===== config.mk =====
export PLATFORM = sky130hd
export DESIGN_NAME = mac_acc_block
export DESIGN_NICKNAME = d
export VERILOG_FILES = /design/src/rtl/mac_acc_block_pkg.sv /design/src/rtl/mac_seg_adder.sv /design/src/rtl/mac_acc_block.sv
export SDC_FILE = /design/constraint.sdc
export NUM_CORES = 1
export LEC_CHECK = 0
export BUFFER_PORTS_ARGS = -buffer_cell sky130_fd_sc_hd__buf_2
export CORE_MARGIN = 2
export CORE_UTILIZATION = 25
export DETAILED_ROUTE_END_ITERATION = 6
export PLACE_DENSITY = 0.49
export SLEW_MARGIN = 10
export SYNTH_ARGS = -nofsm -noshare
export SYNTH_HDL_FRONTEND = slang
export SYNTH_SLANG_ARGS = --single-unit

===== constraint.sdc =====
create_clock -name clk -period 11.21 [get_ports clk]
set_input_delay 0.5605 -clock clk [delete_from_list [all_inputs] [get_ports clk]]
set_output_delay 0.5605 -clock clk [all_outputs]
set_load 0.005 [all_outputs]

===== src/rtl/mac_acc_block_pkg.sv =====
// Shared constants and lane-configuration encoding for the MAC accumulate stage.
package mac_acc_block_pkg;

  localparam int MAC_CONF_WIDTH = 3;
  localparam int MAC_MIN_WIDTH  = 8;
  localparam int MAC_INT_WIDTH  = 5 * MAC_MIN_WIDTH;
  localparam int MAC_ACC_WIDTH  = 4 * MAC_INT_WIDTH;

  typedef enum logic [1:0] {
    MAC_SINGLE    = 2'b00,
    MAC_DUAL      = 2'b01,
    MAC_QUAD      = 2'b10,
    MAC_CFG_UNDEF = 2'b11
  } mac_cfg_e;

endpackage


===== src/rtl/mac_seg_adder.sv =====
// 160-bit adder built from four 40-bit slices; carries between slices are
// killed at lane boundaries selected by cfg.
module mac_seg_adder
  import mac_acc_block_pkg::*;
(
  input  logic [MAC_ACC_WIDTH-1:0] a,
  input  logic [MAC_ACC_WIDTH-1:0] b,
  input  logic [1:0]               cfg,
  output logic [MAC_ACC_WIDTH-1:0] sum
);

  logic kill40, kill80, kill120;
  logic [MAC_INT_WIDTH:0]   s0, s1, s2;
  logic [MAC_INT_WIDTH-1:0] s3;

  // Undefined cfg behaves like SINGLE: every slice is isolated.
  assign kill80  = (cfg != MAC_QUAD);
  assign kill40  = (cfg != MAC_DUAL) && (cfg != MAC_QUAD);
  assign kill120 = kill40;

  assign s0 = {1'b0, a[39:0]}    + {1'b0, b[39:0]};
  assign s1 = {1'b0, a[79:40]}   + {1'b0, b[79:40]}   + {40'd0, s0[40] & ~kill40};
  assign s2 = {1'b0, a[119:80]}  + {1'b0, b[119:80]}  + {40'd0, s1[40] & ~kill80};
  assign s3 = a[159:120] + b[159:120] + {39'd0, s2[40] & ~kill120};

  assign sum = {s3, s2[39:0], s1[39:0], s0[39:0]};

endmodule


===== src/rtl/mac_acc_block.sv =====
// Two-stage accumulate stage: recombine the four partial products into lanes,
// then add (or load) them into a segmented 160-bit accumulator.
module mac_acc_block
  import mac_acc_block_pkg::*;
(
  input  logic                      clk,
  input  logic                      rst,
  input  logic                      en,
  input  logic                      clr,
  input  logic [MAC_CONF_WIDTH-1:0] cfg,
  input  logic [MAC_INT_WIDTH-1:0]  C0,
  input  logic [MAC_INT_WIDTH-1:0]  C1,
  input  logic [MAC_INT_WIDTH-1:0]  C2,
  input  logic [MAC_INT_WIDTH-1:0]  C3,
  output logic [MAC_ACC_WIDTH-1:0]  acc_out,
  output logic                      valid_out,
  output logic [1:0]                cfg_out
);

  logic [MAC_ACC_WIDTH-1:0] p_comb, p1, acc_sum;
  logic [79:0]              dual_lo, dual_hi;
  logic [MAC_ACC_WIDTH-1:0] quad_sum;
  logic                     clr1, v1;
  logic [1:0]               cfg1;
  logic                     unused_cfg;

  assign unused_cfg = cfg[2];

  assign dual_lo  = {40'd0, C0} + {32'd0, C1, 8'd0};
  assign dual_hi  = {40'd0, C2} + {32'd0, C3, 8'd0};
  assign quad_sum = {120'd0, C0} + {112'd0, C1, 8'd0}
                  + {104'd0, C2, 16'd0} + {96'd0, C3, 24'd0};

  always_comb begin
    p_comb = '0;
    case (cfg[1:0])
      MAC_SINGLE: p_comb = {C3, C2, C1, C0};
      MAC_DUAL:   p_comb = {dual_hi, dual_lo};
      MAC_QUAD:   p_comb = quad_sum;
      default:    p_comb = '0;
    endcase
  end

  // Stage 1: capture the combined product; P holds through idle cycles.
  always_ff @(posedge clk) begin
    if (rst) begin
      p1   <= '0;
      clr1 <= 1'b0;
      cfg1 <= 2'b00;
      v1   <= 1'b0;
    end else begin
      v1 <= en;
      if (en) begin
        p1   <= p_comb;
        clr1 <= clr;
        cfg1 <= cfg[1:0];
      end
    end
  end

  // Lane boundaries follow the beat's own cfg, not a latched mode.
  mac_seg_adder u_seg_adder (
    .a   (acc_out),
    .b   (p1),
    .cfg (cfg1),
    .sum (acc_sum)
  );

  always_ff @(posedge clk) begin
    if (rst) begin
      acc_out   <= '0;
      valid_out <= 1'b0;
      cfg_out   <= 2'b00;
    end else begin
      valid_out <= v1;
      if (v1) begin
        acc_out <= clr1 ? p1 : acc_sum;
        cfg_out <= cfg1;
      end
    end
  end

endmodule


==> results.cfg, run 1 <==
[setup_path]
cp_max_fo = 4
cp-end-kind = flip-flop
crit_required_ps = 11710
crit_buf_inv = 4
slowest_stage = fa_2
crit_top_cell = fa_2
cpLargestDelayFamily = compound AO/OA/AOI/OAI gates
critPathMaxStageDelay_ps = 420
arrival_ps = 11130
crit_type = flip-flop to flip-flop
startpoint_type = flip-flop

[yosys]
synth_enable_flop_cells = 0
synth_common_cells = nor2_1, dfxtp_1, a21oi_1, ha_1, nand2_1
synth_top_family_by_area = compound AO/OA/AOI/OAI gates
netlist_area_mm2 = 0.0289
synth-seq-cells = 327
synth_cell_type_count = 102
synth-seq-area-share = 0.226
ys.flop_type = dfxtp_1
ys_warn_count = 0
synthArstFlopShare = 0
synth_top_area_frac = 0.226
netlist.top_cell.by_area = dfxtp_1
synthMuxAreaShare = 0.0235
synthTopCellsByArea = dfxtp_1, ha_1, a21oi_1, fa_1, nor2_1
yosys.cell_count.top_type = nor2_1
synth_cells = 3551
syn_avg_cell_area_um2 = 8.14
synthXorXnorAreaFrac = 0.0779
synthAdderAreaFrac = 0.179
syn_nets = 4090
synth_compound_area_frac = 0.305
synthSimpleGateAreaFrac = 0.154

[placed_design]
io_buffers = 328
globalplace.congestion = 0.915
dp_hpwl_mm = 100
place_area_mm2 = 0.0325

[finish]
fin_area_mm2 = 0.0341
num-fill-cells = 12400
nets = 4370
areaGrowthSynthToFinish_pct = 18.1
multiInputGateArea_mm2 = 0.0216
drive_gt1_frac = 0.162
fin_util = 0.298
seq_area_mm2 = 0.00656

[status]
outcome = completed

[power]
p_per_area_mw_per_mm2 = 126
ir_worst_vdd_v = 0.0000903
p_leak_uw = 0.0148

[run]
max_cap_viol_count = 0

[sta]
rsz0062_at_grt = no
slew_violations = 0
clock_skew_ps = 29.7
setup-violations-final = 0
hold_viol_final = 0
fmax_mhz = 94.0
tightestPinTransition_ps = 1030
setup_tns_ps = 0
period_share = 0.949
max_slew_margin = 0.311
fin_crit_ps = 10630

[drt]
vias_per_cell = 5.26
first_pass_iters = 6
vias = 28300
postRouteWirelength_mm = 125
wire_per_inst_um = 23.3
initialDrtViolationCount = 2071
route.detailed.drc = 0
drtAntennaViolNets = 0

[clock_network]
cts_tree = built
clkSlewWorstSetupHoldPaths_ps = 60
cts_sinks = 327
insertion_delay_ps = 590
htree_levels = 2
root_buffer = clkbuf_16
ctsLongestPathBuffers = 3
hold_buffers = 0
numCtsBuffers = 40

[global_route]
grt.total_usage = 0.205
antenna_found_initial = 40
grt_pass1_wl_mm = 181
grt_max_degree = 177
grt_pass1_vias = 26700
overflow = 0

[floorplanning]
die_x_um = 344
die_height_um = 344
start_util = 0.252
die_area_mm2 = 0.118
fp-row-count = 124
coreArea_mm2 = 0.115
num_io_pins = 330

[worst_hold_path]
min_path_type = input port to flip-flop
## flip-flops by register name (all words and copies together), names as in the netlist
register and cells:
cfg_out 2, cfg1 2, acc_out 160, v1 1, valid_out 1, clr1 1
p1 160
## area by class of cell
cell class | instances | share of cell area
multi-input combinational | 2965 | 0.633
sequential | 327 | 0.192
timing repair buffer | 423 | 0.0697
tap | 1512 | 0.0554
clock buffer | 47 | 0.0316
clock inverter | 24 | 0.00935
inverter | 74 | 0.00814
antenna | 14 | 0.00103
## per-layer routing
layer  up-vias  routed length, um  GRT usage
met1     13500              57600      0.282
met2       816              54000      0.313
met5         -                221          0
met4        38               4600     0.0726
li1      13800                  -          -
met3       194               8840     0.0444
## per-stage QoR
step | hold WS [ps] | total power [uW] | std cells | worst slack, ps
floorplan | 451 | 2340 | 3551 | 1280
global placement | 491 | 2870 | 5297 | 64.0
detailed placement | 494 | 2870 | 5297 | -17.2
CTS | 188 | 4320 | 5368 | 58.8
global route | 233 | 4530 | 5383 | 10.8
finish | 222 | 4300 | 5386 | 577
## worst min-delay path: cells and delay by family
family / cells / cell delay (ps)
AO/OA/AOI/OAI: 1 / 50
AND/OR/NAND/NOR: 1 / 80
buffers and inverters: 1 / 80
## logic make-up (layout without fill, tap and decap cells)
family / after synthesis / count (layout)
AOI/OAI and AO/OA: 1297 / 1297
and+or+nand+nor: 973 / 973
adders and majority gates: 372 / 372
DFF: 327 / 327
buffers and inverters: 259 / 568
xor gates and xnor gates: 257 / 257
muxes: 66 / 66
other: 0 / 14
## path summary, 6_finish.rpt
kind	from	to	slack (ps)	cells after the start
worst max-delay path	p1[0]	acc_out[154]	580	55
worst min-delay path	C0[0]	p1[0]	220	3
worst max register to register	p1[0]	acc_out[154]	580	55
worst min register to register	acc_out[102]	acc_out[102]	500	2
## placed cells by master (no fill, tap or decap), types with 43 or more instances in the layout
master / n
a22o_1: 48
nor2_1: 337
buf_2: 326
buf_4: 95
xor2_1: 111
o211ai_1: 98
inv_1: 69
xnor2_1: 146
a31oi_1: 49
nand2_1: 290
a21oi_1: 297
dfxtp_1: 323
and3_1: 60
fa_1: 64
mux2i_1: 50
o21ai_0: 235
a211oi_1: 57
ha_1: 300
a21o_1: 144
nor2b_1: 43
nand3_1: 60
a22oi_1: 51
## report_power, final
part	switching [uW]	internal (uW)	total, uW
clock network	578	853	1430
logic	964	593	1560
registers	85.4	1230	1320
total	1630	2680	4300
## repair_timing
item,4_1_cts,5_1_grt
endpoints found under the setup margin,4,27
gates resized for setup,3,44
setup buffers,0,5
pin swaps,0,45
endpoints found under the hold margin,0,0
Note: power is estimated with default switching activity, not from simulation.
==> run 2: changes to the inputs <==
--- a/config.mk
+++ b/config.mk
@@ -6,5 +6,5 @@
 export NUM_CORES = 1
 export LEC_CHECK = 0
-export BUFFER_PORTS_ARGS = -buffer_cell sky130_fd_sc_hd__buf_2
+export BUFFER_PORTS_ARGS = -buffer_cell sky130_fd_sc_hd__clkbuf_2
 export CORE_MARGIN = 2
 export CORE_UTILIZATION = 25
==> constraint.sdc (replaced) <==
create_clock -name clk -period 11.21 [get_ports clk]
set_input_delay 1.121 -clock clk [delete_from_list [all_inputs] [get_ports clk]]
set_output_delay 1.121 -clock clk [all_outputs]
set_load 0.005 [all_outputs]
==> run 2 against run 1 <==
Against the previous run: critical path depth stayed put; via count hardly changed; maximum frequency is 0.40% lower; hold slack better by 280 ps; core utilization is 0.078 points higher; wire length is 0.38% lower; power hardly changed; sequential share of layout area hardly changed; combinational power hardly changed; largest power group unchanged.
==> results.cfg, run 2 (synthesis results as in run 1) <==
[status]
outcome = completed

[setup_path]
slowest_stage = or3_4
crit_type = flip-flop to flip-flop
critical_path.endpoint = acc_out[156]
r2r_setup_slack_ps = 530
cpLargestDelayFamily = compound AO/OA/AOI/OAI gates
r2r_cells = 55
cp_max_fo = 3
critPathMaxStageDelay_ps = 410
crit_buf_inv = 4
worstSetupStartpoint = p1[0]
startpoint_type = flip-flop
cp-end-kind = flip-flop
crit_cells = 55
arrival_ps = 11190
r2r-end = acc_out[156]
crit_top_cell = fa_2
r2r_start = p1[0]
crit_required_ps = 11720

[placed_design]
dp_cells = 5307
globalplace.congestion = 0.923
dp_hpwl_mm = 99.7
io_buffers = 328

[floorplanning]
die_x_um = 344
coreArea_mm2 = 0.115
num_io_pins = 330
die_area_mm2 = 0.118
fp-row-count = 124
start_util = 0.252
die_height_um = 344

[finish]
reg.largest.list = acc_out x160, p1 x160
most-common-layout-cells = nor2_1, clkbuf_2, dfxtp_1, a21oi_1, ha_1
drive_gt1_frac = 0.163
fin_util = 0.299
finalNonFillerCells = 5392
areaGrowthSynthToFinish_pct = 18.4
num-fill-cells = 12400
final_common_cell = nor2_1
nets = 4384

[power]
p_per_area_mw_per_mm2 = 126
p_leak_uw = 0.0148
total_power_uw = 4300
ir_worst_vdd_v = 0.0000878

[drt]
vias = 28300
initialDrtViolationCount = 2334
first_pass_iters = 7
postRouteWirelength_mm = 125
vias_per_cell = 5.25
drtAntennaViolNets = 0
route.detailed.drc = 0
wire_per_inst_um = 23.1

[sta]
fmax_mhz = 93.7
slew_violations = 0
clock_skew_ps = 20.3
hold_viol_final = 0
period_share = 0.952
setup_tns_ps = 0
setup-violations-final = 0
fin_crit_ps = 10680
max_slew_margin = 0.184
tightestPinTransition_ps = 1220
holdWs_ps = 501

[clock_network]
clkSlewWorstSetupHoldPaths_ps = 60
root_buffer = clkbuf_16
numCtsBuffers = 40
hold_buffers = 0
cts_sinks = 327
htree_levels = 2
cts_tree = built
ctsLongestPathBuffers = 3
insertion_delay_ps = 580

[global_route]
antenna_found_initial = 24
grt_pass1_wl_mm = 180
grt_pass1_vias = 26700
overflow = 0
grt_max_degree = 208
grt.total_usage = 0.204

[worst_hold_path]
min_path_type = flip-flop to flip-flop

[run]
max_cap_viol_count = 0
run 2: cell count changes in the layout (fill, tap and decap cells not counted), sizes merged:
cell,previous run,this run
diode,14,8
inv,76,73
buf,422,110
bufinv,7,6
clkbuf,48,379
clkinv,13,7
clkinvlp,2,5
run 2: worst reg2reg max path: cells and delay by family (launching register included):
family	cells	cell delay, ps
DFF	1	330
AOI/OAI and AO/OA	36	6390
buffers and inverters	4	530
and+or+nand+nor	7	1210
adders and majority gates	8	2150
run 2: how the worst min path moves through the flow:
stage | startpoint | end | slack, ps | cells past startpoint
after floorplan | p1[105] | p1[105] | 450 | 2
after global routing | p1[149] | acc_out[149] | 530 | 2
after CTS | p1[90] | p1[90] | 500 | 2
final | p1[90] | p1[90] | 500 | 2
after detailed placement | p1[90] | p1[90] | 490 | 2
after global placement | p1[90] | p1[90] | 490 | 2
run 2: area by class of cell:
| cell class | count | area [um2] | area share |
|---|---|---|---|
| multi-input combinational | 2965 | 21600 | 0.631 |
| sequential | 327 | 6560 | 0.192 |
| timing repair buffer | 437 | 2500 | 0.0729 |
| tap | 1512 | 1890 | 0.0553 |
| clock buffer | 52 | 1140 | 0.0332 |
| inverter | 74 | 278 | 0.00812 |
| clock inverter | 17 | 248 | 0.00724 |
| antenna | 8 | 20.0 | 0.000585 |
run 2: where the power goes:
group / internal, uW / total [uW] / switching [uW]
logic: 596 / 1560 / 967
clock network: 851 / 1420 / 570
registers: 1230 / 1320 / 86.3
total: 2680 / 4300 / 1620
run 2: metal layers:
layer | routed length, um | global-route usage
met5 | 198 | 0
met4 | 3440 | 0.0599
met3 | 9540 | 0.0479
met2 | 54800 | 0.317
met1 | 56800 | 0.279
run 2: per-stage QoR:
step / area [um2] / setup WS, ps
final: 34200 / 534
after global routing: 34200 / -27.9
after CTS: 34000 / 12.8
after detailed placement: 32600 / -109
after global placement: 32600 / -60.4
after floorplan: 28900 / 1280
run 2: timing repair:
| item | 4_1_cts | 5_1_grt |
|---|---|---|
| pin swaps | 1 | 44 |
| endpoints found under the setup margin | 5 | 22 |
| resized for setup | 5 | 39 |
| setup buffers | 0 | 10 |
